**config.mk**
```make
export PLATFORM = sky130hd
export DESIGN_NAME = leftshift_seq
export DESIGN_NICKNAME = d
export VERILOG_FILES = /design/src/rtl/shift_pkg.sv /design/src/rtl/leftshiftn.sv /design/src/rtl/leftshift_seq.sv
export SDC_FILE = /design/constraint.sdc
export NUM_CORES = 1
export LEC_CHECK = 0
export ABC_CLOCK_PERIOD_IN_PS = 5500
export BUFFER_PORTS_ARGS = -buffer_cell sky130_fd_sc_hd__clkbuf_2
export CORE_ASPECT_RATIO = 1.4
export CORE_UTILIZATION = 46
export DETAILED_ROUTE_END_ITERATION = 12
export HOLD_SLACK_MARGIN = 0.08
export PLACE_DENSITY = 0.67
export SYNTH_ARGS = -nofsm -noshare
export SYNTH_HDL_FRONTEND = slang
export SYNTH_SLANG_ARGS = --single-unit
```
**constraint.sdc**
```tcl
create_clock -name clk -period 5.5 [get_ports clk]
set_input_delay 1.1 -clock clk [delete_from_list [all_inputs] [get_ports clk]]
set_output_delay 1.1 -clock clk [all_outputs]
set_load 0.02 [all_outputs]
```
**src/rtl/shift_pkg.sv**
```systemverilog
// shift_pkg: shared types and defaults for the sequential left shifter.
//  state_t     FSM states ST_IDLE -> ST_SHIFT -> ST_DONE
//  OP_SLL/ROL  op port encodings (rotate only with LEFTSHIFT_ROTATE_EN)
//  DEF_*       default operand and shift-amount widths
package shift_pkg;

  localparam int unsigned DEF_WIDTH   = 32;
  localparam int unsigned DEF_SHAMT_W = 5;

  localparam logic OP_SLL = 1'b0;
  localparam logic OP_ROL = 1'b1;

  typedef enum logic [1:0] {
    ST_IDLE  = 2'd0,
    ST_SHIFT = 2'd1,
    ST_DONE  = 2'd2
  } state_t;

endpackage

```
**src/rtl/leftshiftn.sv**
```systemverilog
// leftshiftn: combinational fixed left shift by N with zero fill.
// Optional macro LEFTSHIFT_ROTATE_EN: rot=1 turns the stage into a rotate left by N.
// Ports:
//  a    in   WIDTH  operand
//  rot  in   1      rotate select (ignored unless LEFTSHIFT_ROTATE_EN)
//  y    out  WIDTH  shifted/rotated result
module leftshiftn #(
  parameter int unsigned WIDTH = 32,
  parameter int unsigned N     = 1
) (
  input  logic [WIDTH-1:0] a,
  input  logic             rot,
  output logic [WIDTH-1:0] y
);

`ifdef LEFTSHIFT_ROTATE_EN
  // Bits pushed off the top re-enter at the bottom.
  assign y = rot ? ((a << N) | (a >> (WIDTH - N))) : (a << N);
`else
  logic unused_rot;
  assign unused_rot = rot;
  assign y = a << N;
`endif

endmodule

```
**src/rtl/leftshift_seq.sv**
```systemverilog
// leftshift_seq: multi-cycle logical left shifter (SLL/SLLV path).
// One power-of-two stage per clock: stage k applies a shift by 1<<k when
// bit k of the shift amount is set. Fixed latency of SHAMT_W cycles.
// Optional macro LEFTSHIFT_ROTATE_EN: op=1 selects rotate left; when the
// macro is undefined, op is ignored and every request is a logical shift.
// Ports:
//  clk, rst             clock; synchronous active-high reset
//  in_valid, in_ready   request handshake (in_ready high only in idle)
//  a, b, op             operand, shift amount, operation
//  out_valid, out_ready result handshake
//  out                  result, stable while out_valid is high
module leftshift_seq
  import shift_pkg::*;
#(
  parameter int unsigned WIDTH   = DEF_WIDTH,
  parameter int unsigned SHAMT_W = DEF_SHAMT_W
) (
  input  logic               clk,
  input  logic               rst,
  input  logic               in_valid,
  output logic               in_ready,
  input  logic [WIDTH-1:0]   a,
  input  logic [SHAMT_W-1:0] b,
  input  logic               op,
  output logic               out_valid,
  input  logic               out_ready,
  output logic [WIDTH-1:0]   out
);

  state_t             state_q, state_d;
  logic [WIDTH-1:0]   acc_q, acc_d;
  logic [SHAMT_W-1:0] amt_q, amt_d;
  logic [SHAMT_W-1:0] k_q, k_d;
  logic               rot;

`ifdef LEFTSHIFT_ROTATE_EN
  logic opr_q, opr_d;
  assign rot = (opr_q == OP_ROL);
`else
  logic unused_op;
  assign unused_op = op;
  assign rot       = 1'b0;
`endif

  // One-hot stage select derived from the stage counter.
  logic [SHAMT_W-1:0] sel;
  assign sel = SHAMT_W'(1) << k_q;

  logic [WIDTH-1:0] stage_out [SHAMT_W];
  logic [WIDTH-1:0] stage_sel;

  for (genvar g = 0; g < SHAMT_W; g++) begin : g_stage
    leftshiftn #(
      .WIDTH (WIDTH),
      .N     (1 << g)
    ) u_stage (
      .a   (acc_q),
      .rot (rot),
      .y   (stage_out[g])
    );
  end

  always_comb begin
    stage_sel = acc_q;
    for (int unsigned i = 0; i < SHAMT_W; i++) begin
      if (sel[i]) stage_sel = stage_out[i];
    end
  end

  always_comb begin
    state_d = state_q;
    acc_d   = acc_q;
    amt_d   = amt_q;
    k_d     = k_q;
`ifdef LEFTSHIFT_ROTATE_EN
    opr_d   = opr_q;
`endif
    unique case (state_q)
      ST_IDLE: begin
        if (in_valid) begin
          acc_d   = a;
          amt_d   = b;
          k_d     = '0;
`ifdef LEFTSHIFT_ROTATE_EN
          opr_d   = op;
`endif
          state_d = ST_SHIFT;
        end
      end
      ST_SHIFT: begin
        if (|(amt_q & sel)) acc_d = stage_sel;
        k_d = k_q + SHAMT_W'(1);
        if (k_q == SHAMT_W'(SHAMT_W - 1)) state_d = ST_DONE;
      end
      ST_DONE: begin
        if (out_ready) state_d = ST_IDLE;
      end
      default: state_d = ST_IDLE;
    endcase
  end

  always_ff @(posedge clk) begin
    if (rst) begin
      state_q <= ST_IDLE;
      acc_q   <= '0;
      amt_q   <= '0;
      k_q     <= '0;
`ifdef LEFTSHIFT_ROTATE_EN
      opr_q   <= OP_SLL;
`endif
    end else begin
      state_q <= state_d;
      acc_q   <= acc_d;
      amt_q   <= amt_d;
      k_q     <= k_d;
`ifdef LEFTSHIFT_ROTATE_EN
      opr_q   <= opr_d;
`endif
    end
  end

  assign in_ready  = (state_q == ST_IDLE);
  assign out_valid = (state_q == ST_DONE);
  assign out       = acc_q;

endmodule

```
==> key figures <==
Synth
  • Syn nets: 461
  • Post-synthesis compound-gate area fraction: 35.4%
  • Average size of a mapped cell: 7.45 sq um
  • Post-synthesis simple-gate area fraction: 21.2%
  • Synth Instances: 417
  • EDFF count, synth: 0
  • Largest family of logic cells by synthesized area: compound AO/OA/AOI/OAI gates
  • Sequential area share after synthesis: 28.4%
  • Synth Area in Adders: 0.806%
  • Mux contribution to synthesized area: 6.93%
  • Post-synthesis xor/xnor area fraction: 0.282%
  • Synthesized flop and latch total: 44
  • Syn Std Cell Area: 3110 sq um
  • Area contributors post-synth: dfxtp_1, a211oi_1, o21ai_0, nor2_1, nand2_1
  • Yosys cell types: 47
  • Async S/R FF share, synth: 0%
  • Top cell type's share of synthesized area: 28.4%
  • Synth area leader: dfxtp_1
  • Syn. warnings: 0
  • Top FF cell, synth: dfxtp_1

Setup path
  • Startpoint Class: register
  • Launch point of the worst reg-to-reg path: k_q[1]$_SDFFE_PP0P_
  • Critical Path Sink Type: register
  • Start point of the critical path: k_q[1]$_SDFFE_PP0P_
  • Worst R2R Path Depth: 5
  • Crit Path Max Fanout: 18
  • CP required: 5710 ps
  • Reg-to-reg critical path endpoint: out[0]$_SDFFE_PP0P_
  • Crit path kind: register to register
  • Worst path arrival time: 3020 ps
  • R2r setup slk: 2690 ps

Worst hold path
  • Path category of the worst min-delay check: register to register
  • Worst hold start: amt_q[0]$_SDFFE_PP0P_
  • Min-Delay Endpoint: amt_q[0]$_SDFFE_PP0P_
  • Hold depth: 2

Clocking
  • Clock buffer depth: 2
  • CTS root buf: clkbuf_8
  • CTS resizes: 0
  • Clk_lat worst skew: 300 ps
  • Clk sinks: 44
  • H-tree depth: 2
  • Reg clk slew, reported paths: 80 ps
  • Post-CTS Setup Bufs: 0
  • Hold-fix buffers, CTS: 0
  • Number of buffers created by CTS: 5
  • CTS tree: built

Finish
  • Ant. Diodes: 0
  • Core Util, Final: 53.4%
  • Share of cells above drive strength 1: 22.2%
  • Layout Nets: 506
  • Non-filler cells, final: 537
  • Multi-input gate area: 2010 sq um
  • Design Area, Final: 3510 sq um
  • Area Overhead vs Synth: 12.9%
  • Register area: 881 sq um
  • FILL cells: 657

Detailed routing
  • Drt drc: 0
  • Vias per Instance: 6.41
  • Vias: 3442
  • Wire per inst: 18.5 um
  • 1st-iter DRT viols: 383
  • Detail Route Antenna Nets: 0
  • Detailed Route WL: 9920 um
  • Drt first pass iters: 6

GRT
  • Largest net degree at the start of global routing: 45
  • First-pass GRT wire length: 16100 um
  • Vias in the first global route: 3133
  • Gr ovfl total: 0
  • Initial antenna violation count: 0
  • Overall fraction of global-route tracks in use: 28.8%

STA
  • Hold_ws: 457 ps
  • RSZ-0062 raised after global routing: no
  • Final WS setup: 2690 ps
  • Slew @ Worst Pin: 1230 ps
  • Clk_skew: 11.8 ps
  • Finish-stage setup viols: 0
  • Final Hold Fails: 0
  • Max Freq: 0.356 GHz
  • Slew margin rel.: 17.3%
  • Crit path time final: 2810 ps
  • Setup TNS: 0 ps
  • Max-slew violations: 0
  • Final worst-path cycle share: 51.1%

Place
  • Dpl cell area: 3410 sq um
  • Cell count after placement: 529
  • Post-DP HPWL: 6630 um
  • Placer Congestion: 0.908
  • # port buffers: 74
  • Setup slack at placement: 2450 ps

Status
  • Status: completed

Floorplan
  • Die area: 7090 sq um
  • Chip Height: 99.2 um
  • # IOs: 76
  • Row count: 35
  • Starting Density: 47.3%
  • CORE AREA: 6570 sq um
  • Die Wd: 71.4 um

Power
  • Power, Total: 0.869 mW
  • Cell Pwr Density: 248 nW/um^2
  • Max VDD drop: 0.128 mV
  • Static leakage power: 1.42 nW

Job
  • MaxCap Viol Count: 0
registers in the layout, summed over array words and instances (netlist names):
| name | flops |
|---|---|
| out | 32 |
| amt_q | 5 |
| k_q | 5 |
| state_q | 2 |
synth_stat cells (2+ instances only):
cell and instances:
o221ai_1 16, and3_1 13, ha_1 2, nand2_1 40, a2111oi_0 2, buf_6 3, buf_1 4, dfxtp_1 44
nor2_1 50, nor2_2 2, o21ai_0 43, inv_1 5, a221o_1 11, nor2b_1 5, mux2i_1 8, o21ai_1 4
buf_4 2, o32a_1 4, mux2_1 4, a21oi_1 29, nand3_1 11, buf_2 11, nor3_1 8, a31oi_1 13
clkbuf_1 22, o2bb2ai_1 5, mux2_2 6, a211oi_1 31
cells by family (layout without fill, tap and decap cells):
group	count (synthesis)	in the layout
DFF	44	44
buffers and inverters	47	93
muxes	19	19
and+or+nand+nor	140	140
xor gates and xnor gates	1	1
AOI/OAI and AO/OA	164	164
adders and majority gates	2	2
area by class of cell:
class	count	area share, %
clock inverters	2	0.285
inverters	5	0.535
clock buffers	6	2.35
repair buffers	80	11.8
flip-flops and latches	44	25.1
multi-input cells	326	57.2
well taps	74	2.64
power breakdown:
group          total (mW)  leakage, nW  internal [mW]  switching (mW)
sequential          0.409        0.363          0.348          0.0611
combinational       0.243         1.01         0.0977           0.145
clock               0.216       0.0510          0.101           0.116
total               0.869         1.42          0.546           0.322
cell usage in the layout (no fill, tap or decap), types with 2 or more instances in the layout:
cell       count
a2111oi_0      2
nor2b_1        4
o221ai_1      16
clkinv_2       2
dfxtp_1       44
nor2_1        50
clkbuf_8       6
buf_4          6
a221o_1       11
mux2_1         4
nand2_1       40
mux2i_1        8
ha_1           2
o32a_1         4
o21ai_1        4
a21oi_1       29
nand3_1       11
mux2_2         6
nor2_2         2
a31oi_1       13
o2bb2ai_1      5
inv_1          5
clkbuf_2      74
and3_1        13
o21ai_0       43
nor3_1         8
a211oi_1      31
worst max-delay path, stage by stage, from the launching register on:
cell and delay (ps):
dfxtp_1 760, mux4_2 420, and2_1 190, nor3_1 970, o21ai_0 230, a21oi_1 160
metal layers:
| metal | part of all wire, % | track usage, % | vias to the layer above |
|---|---|---|---|
| met5 | 0 | 0 | - |
| met4 | 3.9 | 13.7 | 0 |
| met1 | 41 | 35.9 | 1581 |
| met2 | 49 | 48.4 | 171 |
| met3 | 6.7 | 3.95 | 36 |
| li1 | - | - | 1654 |
worst max path at each step:
stage	cells past startpoint	to	slack [ps]
after detailed placement	7	out[19]$_SDFFE_PP0P_	2450
after global routing	5	out[0]$_SDFFE_PP0P_	2490
after CTS	5	out[0]$_SDFFE_PP0P_	2710
after global placement	7	out[30]$_SDFFE_PP0P_	2520
final	5	out[0]$_SDFFE_PP0P_	2690
after floorplan	6	out[4]$_SDFFE_PP0P_	3070
Note: power is estimated with default switching activity, not from simulation.
